## config.mk

```make
export PLATFORM = sky130hd
export DESIGN_NAME = rect_rasterizer
export DESIGN_NICKNAME = d
export VERILOG_FILES = /design/src/rtl/rect_pkg.sv /design/src/rtl/rect_cmd_fifo.sv /design/src/rtl/rect_rasterizer.sv
export SDC_FILE = /design/constraint.sdc
export NUM_CORES = 1
export LEC_CHECK = 0
export BUFFER_PORTS_ARGS = -buffer_cell sky130_fd_sc_hd__clkbuf_2
export CAP_MARGIN = 15
export CORE_MARGIN = 5
export CORE_UTILIZATION = 57
export CTS_CLUSTER_SIZE = 12
export DETAILED_ROUTE_END_ITERATION = 8
export HOLD_SLACK_MARGIN = 0.1
export MAX_ROUTING_LAYER = met4
export PLACE_DENSITY = 0.86
export SYNTH_ARGS = -nofsm -noshare
export SYNTH_HDL_FRONTEND = slang
export SYNTH_SLANG_ARGS = --single-unit
export TNS_END_PERCENT = 20
```

## constraint.sdc

```tcl
create_clock -name clock -period 5.9 [get_ports clock]
set_input_delay 0.295 -clock clock [delete_from_list [all_inputs] [get_ports clock]]
set_output_delay 0.295 -clock clock [all_outputs]
set_load 0.02 [all_outputs]
```

## src/rtl/rect_pkg.sv

```systemverilog
// Shared types and constants for the rectangle rasterizer.
package rect_pkg;

  localparam int COORD_W          = 11;
  localparam int DEFAULT_SCREEN_W = 640;
  localparam int DEFAULT_SCREEN_H = 480;

  // Rasterizer FSM encoding
  localparam logic [1:0] ST_IDLE  = 2'd0;
  localparam logic [1:0] ST_CLEAR = 2'd1;
  localparam logic [1:0] ST_FILL  = 2'd2;

  typedef struct packed {
    logic [COORD_W-1:0] x0;
    logic [COORD_W-1:0] y0;
    logic [COORD_W-1:0] x1;
    logic [COORD_W-1:0] y1;
  } rect_cmd_t;

endpackage

```

## src/rtl/rect_cmd_fifo.sv

```systemverilog
// Synchronous command FIFO. A flush with a simultaneous push leaves exactly
// that pushed entry in the queue.
module rect_cmd_fifo
  import rect_pkg::*;
#(
  parameter int DEPTH = 4
) (
  input  logic                   clock,
  input  logic                   reset,
  input  logic                   push,
  input  logic                   pop,
  input  logic                   flush,
  input  rect_cmd_t              din,
  output rect_cmd_t              dout,
  output logic                   full,
  output logic                   empty,
  output logic [$clog2(DEPTH):0] count
);

  localparam int AW = $clog2(DEPTH);
  localparam int CW = AW + 1;

  logic [AW-1:0] wr_ptr_q, wr_ptr_d, rd_ptr_q, rd_ptr_d, wr_addr;
  logic [CW-1:0] count_q, count_d;
  logic          mem_we, do_push, do_pop;
  rect_cmd_t     mem_q [DEPTH];

  assign full  = (count_q == CW'(DEPTH));
  assign empty = (count_q == '0);
  assign count = count_q;
  assign dout  = mem_q[rd_ptr_q];

  always_comb begin
    do_pop   = pop && !empty && !flush;
    do_push  = push && (flush || !full || do_pop);
    wr_addr  = flush ? '0 : wr_ptr_q;
    mem_we   = do_push;
    wr_ptr_d = wr_ptr_q;
    rd_ptr_d = rd_ptr_q;
    count_d  = count_q;
    if (flush) begin
      rd_ptr_d = '0;
      wr_ptr_d = do_push ? AW'(1) : '0;
      count_d  = do_push ? CW'(1) : '0;
    end else begin
      if (do_push) wr_ptr_d = wr_ptr_q + AW'(1);
      if (do_pop)  rd_ptr_d = rd_ptr_q + AW'(1);
      count_d = count_q + CW'(do_push) - CW'(do_pop);
    end
  end

  always_ff @(posedge clock) begin
    if (reset) begin
      wr_ptr_q <= '0;
      rd_ptr_q <= '0;
      count_q  <= '0;
    end else begin
      wr_ptr_q <= wr_ptr_d;
      rd_ptr_q <= rd_ptr_d;
      count_q  <= count_d;
    end
  end

  always_ff @(posedge clock) begin
    if (mem_we) mem_q[wr_addr] <= din;
  end

endmodule

```

## src/rtl/rect_rasterizer.sv

```systemverilog
// Queues rectangle commands and rasterizes them into one framebuffer write per
// clock; clearScreen flushes everything and sweeps the whole screen with 0.
module rect_rasterizer
  import rect_pkg::*;
#(
  parameter int N          = COORD_W,
  parameter int SCREEN_W   = DEFAULT_SCREEN_W,
  parameter int SCREEN_H   = DEFAULT_SCREEN_H,
  parameter int FIFO_DEPTH = 4
) (
  input  logic         clock,
  input  logic         reset,
  input  logic [N-1:0] x0,
  input  logic [N-1:0] y0,
  input  logic [N-1:0] x1,
  input  logic [N-1:0] y1,
  input  logic         wr,
  input  logic         clearScreen,
  output logic         cmd_ready,
  output logic [N-1:0] px,
  output logic [N-1:0] py,
  output logic         pixel_color,
  output logic         pixel_we,
  output logic         busy,
  output logic [1:0]   dbg_state
);

  localparam logic [N-1:0] X_MAX = N'(SCREEN_W - 1);
  localparam logic [N-1:0] Y_MAX = N'(SCREEN_H - 1);
  localparam logic [N-1:0] X_LIM = N'(SCREEN_W);
  localparam logic [N-1:0] Y_LIM = N'(SCREEN_H);

  // Handshake: a command is taken on a clock edge when wr && cmd_ready, or
  // unconditionally when wr coincides with clearScreen (it then becomes the
  // only queued entry). wr with cmd_ready low and no clearScreen is dropped.

  rect_cmd_t                    push_cmd, head;
  logic                         fifo_push, fifo_pop, fifo_flush, fifo_full, fifo_empty;
  logic [$clog2(FIFO_DEPTH):0]  fifo_count;

  logic [1:0]   state_q, state_d;
  logic [N-1:0] cx_q, cx_d, cy_q, cy_d;
  logic [N-1:0] xl_q, xl_d, xh_q, xh_d, yh_q, yh_d;
  logic [N-1:0] px_q, px_d, py_q, py_d;
  logic         color_q, color_d, we_q, we_d;
  logic [N-1:0] xl_c, xh_c, yl_c, yh_c, xh_raw, yh_raw;
  logic         discard_c, load;

  assign push_cmd  = {x0, y0, x1, y1};
  assign cmd_ready = !fifo_full;
  assign fifo_push = wr && (cmd_ready || clearScreen);

  rect_cmd_fifo #(.DEPTH(FIFO_DEPTH)) u_fifo (
    .clock (clock),
    .reset (reset),
    .push  (fifo_push),
    .pop   (fifo_pop),
    .flush (fifo_flush),
    .din   (push_cmd),
    .dout  (head),
    .full  (fifo_full),
    .empty (fifo_empty),
    .count (fifo_count)
  );

  // Normalize and clip the head entry; only the high corner can be clamped.
  always_comb begin
    xl_c      = (head.x0 < head.x1) ? head.x0 : head.x1;
    xh_raw    = (head.x0 < head.x1) ? head.x1 : head.x0;
    yl_c      = (head.y0 < head.y1) ? head.y0 : head.y1;
    yh_raw    = (head.y0 < head.y1) ? head.y1 : head.y0;
    xh_c      = (xh_raw > X_MAX) ? X_MAX : xh_raw;
    yh_c      = (yh_raw > Y_MAX) ? Y_MAX : yh_raw;
    discard_c = (xl_c >= X_LIM) || (yl_c >= Y_LIM);
  end

  always_comb begin
    state_d    = state_q;
    cx_d       = cx_q;
    cy_d       = cy_q;
    xl_d       = xl_q;
    xh_d       = xh_q;
    yh_d       = yh_q;
    px_d       = px_q;
    py_d       = py_q;
    color_d    = color_q;
    we_d       = 1'b0;
    fifo_pop   = 1'b0;
    fifo_flush = 1'b0;
    load       = 1'b0;
    if (clearScreen) begin
      fifo_flush = 1'b1;
      state_d    = ST_CLEAR;
      cx_d       = '0;
      cy_d       = '0;
    end else begin
      case (state_q)
        ST_IDLE: load = !fifo_empty;
        ST_FILL: begin
          we_d    = 1'b1;
          px_d    = cx_q;
          py_d    = cy_q;
          color_d = 1'b1;
          if (cx_q == xh_q) begin
            cx_d = xl_q;
            if (cy_q == yh_q) begin
              state_d = ST_IDLE;
              load    = !fifo_empty;
            end else begin
              cy_d = cy_q + N'(1);
            end
          end else begin
            cx_d = cx_q + N'(1);
          end
        end
        ST_CLEAR: begin
          we_d    = 1'b1;
          px_d    = cx_q;
          py_d    = cy_q;
          color_d = 1'b0;
          if (cx_q == X_MAX) begin
            cx_d = '0;
            if (cy_q == Y_MAX) state_d = ST_IDLE;
            else               cy_d    = cy_q + N'(1);
          end else begin
            cx_d = cx_q + N'(1);
          end
        end
        default: state_d = ST_IDLE;
      endcase
      // Popping at the end of a fill keeps consecutive rectangles gap-free.
      if (load) begin
        fifo_pop = 1'b1;
        if (discard_c) begin
          state_d = ST_IDLE;
        end else begin
          state_d = ST_FILL;
          cx_d    = xl_c;
          cy_d    = yl_c;
          xl_d    = xl_c;
          xh_d    = xh_c;
          yh_d    = yh_c;
        end
      end
    end
  end

  always_ff @(posedge clock) begin
    if (reset) begin
      state_q <= ST_IDLE;
      cx_q    <= '0;
      cy_q    <= '0;
      xl_q    <= '0;
      xh_q    <= '0;
      yh_q    <= '0;
      px_q    <= '0;
      py_q    <= '0;
      color_q <= 1'b0;
      we_q    <= 1'b0;
    end else begin
      state_q <= state_d;
      cx_q    <= cx_d;
      cy_q    <= cy_d;
      xl_q    <= xl_d;
      xh_q    <= xh_d;
      yh_q    <= yh_d;
      px_q    <= px_d;
      py_q    <= py_d;
      color_q <= color_d;
      we_q    <= we_d;
    end
  end

  assign px          = px_q;
  assign py          = py_q;
  assign pixel_color = color_q;
  assign pixel_we    = we_q;
  assign busy        = (state_q != ST_IDLE) || (fifo_count != '0);
  assign dbg_state   = state_q;

endmodule

```

==> results.tsv <==
metric	value	unit
Syn Nets	1014	
initial antenna violation count	0	
ys async rst share	0	
Finished Cell Area	13800	um2
PD cells	295	nW/um2
dpl cell area	12600	um2
drc violations	0	
Avg Cell Area, Syn	12.8	um2
Bufs on Longest Clock Path	3	
RSZ-0062 raised after global routing	false	
FILL cells	1501	
LEAKAGE	4.78	nW
distinct cell type count after synthesis	69	
Via density	6.15	
Critical Path AT	4.93	ns
relative slew slack	0.215	
remaining global-route overflow	0	
initial core utilization	0.575	
crit start category	register	
post-route ant nets	0	
Final Util	0.660	
top_reg_cell synth	edfxtp_1	
Pre-antenna DRT Iters	5	
Core Rows	53	
Max Slew Vio Count	0	
footprint of the multi-input gates	4510	um2
Setup Fix Bufs, Post-CTS	0	
Post-Syn Area	12000	um2
routed wire length per instance	20.6	um
First DRT Iteration DRCs	791	
Root Driver	clkbuf_16	
final setup fails	0	
FF/Latch Area	7090	um2
fin crit period	4.52	ns
Die Y	155	um
die area	24100	um2
VDD IR-drop max	0.000292	V
layout cells sized above 1	0.197	
Post-DP HPWL	17700	um
Die Wd	155	um
synthesized flop and latch total	266	
number of I/O port buffers	75	
Peak Freq	221	MHz
Tot GR Track Use	0.237	
CP required	6.31	ns
Worst Tran Pin Value	1.17	ns
clock buffer count from CTS	27	
commonest cells after routing, fill and taps aside	edfxtp_1, dfxtp_1, nand2_1	
H-tree levels	1	
CP Class	register to register	
Worst-Skew Late Latency	0.54	ns
gpl congestion	0.932	
Crit Path Max Fanout	24	
crit end category	register	
# IOs	76	
MaxCap Viol Count	0	
final number of hold-violating endpoints	0	
vias	8169	
CTS tree	done	
WL final	27400	um
first-pass GRT wire length	44200	um
P&R area growth vs syn	14.9	%
Syn Inst Count	938	
vias in the first global route	7911	
YS warnings	0	
setup total negative slack	0	ns
final period utilization	0.766	
Final Net Count	1118	
antenna cells	0	
Clock transition at path regs	0.06	ns
Clock Sinks	266	
outcome	complete, no violations	
skew final	0.0105	ns
register area share after synthesis	0.590	
Worst Hold Class	input pin to register	
commonest non-fill, non-tap cell in the layout	edfxtp_1	
Post-synth EDFFs	176	
core area	20900	um2
largest net degree at the start of global routing	45	
==> sequential cells by signal (all words and copies together), names as in the netlist, named ones only <==
| signal | cells |
|---|---|
| px | 11 |
| pixel_color | 1 |
| u_fifo.mem_q | 176 |
| u_fifo.count | 3 |
| pixel_we | 1 |
| cx_q | 11 |
| u_fifo.wr_ptr_q | 2 |
| cy_q | 11 |
| dbg_state | 2 |
| u_fifo.rd_ptr_q | 2 |
| xh_q | 11 |
| xl_q | 11 |
| py | 11 |
| yh_q | 11 |
==> per-layer routing <==
layer | up-vias | share of wire | track usage
li1 | 3822 | - | -
met1 | 3931 | 0.42 | 0.332
met2 | 359 | 0.48 | 0.369
met3 | 57 | 0.072 | 0.0370
met4 | 0 | 0.029 | 0.0639
met5 | - | 0 | -
==> worst paths after layout <==
path	startpoint	end	slack [ns]	cells after the start
worst max-delay path	register	yh_q[3]	1.38	11
worst min-delay path	clearScreen	dbg_state[0]	0.25	3
worst max register to register	register	yh_q[3]	1.38	11
worst min register to register	px[8]	px[8]	0.45	2
==> kinds of logic (layout without fill, tap and decap cells) <==
logic type      after synthesis  count (layout)  synth area share
xor+xnor                     28              28            0.0204
mux                          73              73             0.110
simple gates                237             237            0.0976
fa+ha+maj                    28              28            0.0298
flops                       266             266             0.590
compound gates              206             206             0.117
buf+inv                     100             215            0.0354
==> synthesized netlist by cell type, types with 12 or more instances <==
cell type | instances | area, um2
xnor2_1 | 14 | 123
dfxtp_1 | 90 | 1800
and3_1 | 14 | 87.6
mux2_2 | 17 | 191
mux4_2 | 44 | 991
o21ai_0 | 36 | 180
a21oi_1 | 57 | 285
edfxtp_1 | 176 | 5290
a211oi_1 | 15 | 113
clkbuf_1 | 35 | 131
xor2_1 | 14 | 123
nand4_1 | 22 | 138
nor2_1 | 39 | 146
inv_1 | 45 | 169
ha_1 | 27 | 338
nand2_1 | 86 | 323
nand3_1 | 13 | 65.1
o31ai_1 | 12 | 90.1
nor3_1 | 22 | 110
==> stage by stage <==
| step | total power [W] | hold slack [ns] | setup slack, ns | std cells |
|---|---|---|---|---|
| floorplan | 0.00243 | 0.394 | 1.27 | 938 |
| global placement | 0.00254 | 0.441 | 1.53 | 1243 |
| detailed placement | 0.00256 | 0.444 | 1.37 | 1243 |
| CTS | 0.00408 | 0.227 | 1.35 | 1328 |
| global route | 0.00422 | 0.304 | 0.961 | 1328 |
| finish | 0.00406 | 0.249 | 1.38 | 1328 |
==> power by group <==
group          switching, W  internal [W]
clock              0.000669      0.000844
combinational      0.000302      0.000189
sequential        0.0000271       0.00203
total              0.000998       0.00307
==> critical path: stages (launching register included) <==
cell and delay [ns]:
dfxtp_2 0.94, buf_12 0.30, mux4_2 0.54, inv_1 0.09
ha_1 0.24, a21oi_1 0.15, o21ai_0 0.13, a221oi_1 0.44
nand2_1 0.62, mux2_2 0.55, nor4_1 0.26, nor3_1 0.08
==> area by class of cell <==
cell class	instances	share of cell area
clock buffer	34	0.0516
clock inverter	6	0.00336
inverter	45	0.0123
multi-input combinational	572	0.327
sequential	266	0.514
tap	275	0.0250
timing repair buffer	130	0.0662
==> what timing repair did <==
action	CTS	global route
hold buffers	45	0
endpoints found under the hold margin	178	0
gates resized for setup	0	0
Power figures use the tool's default switching activity.
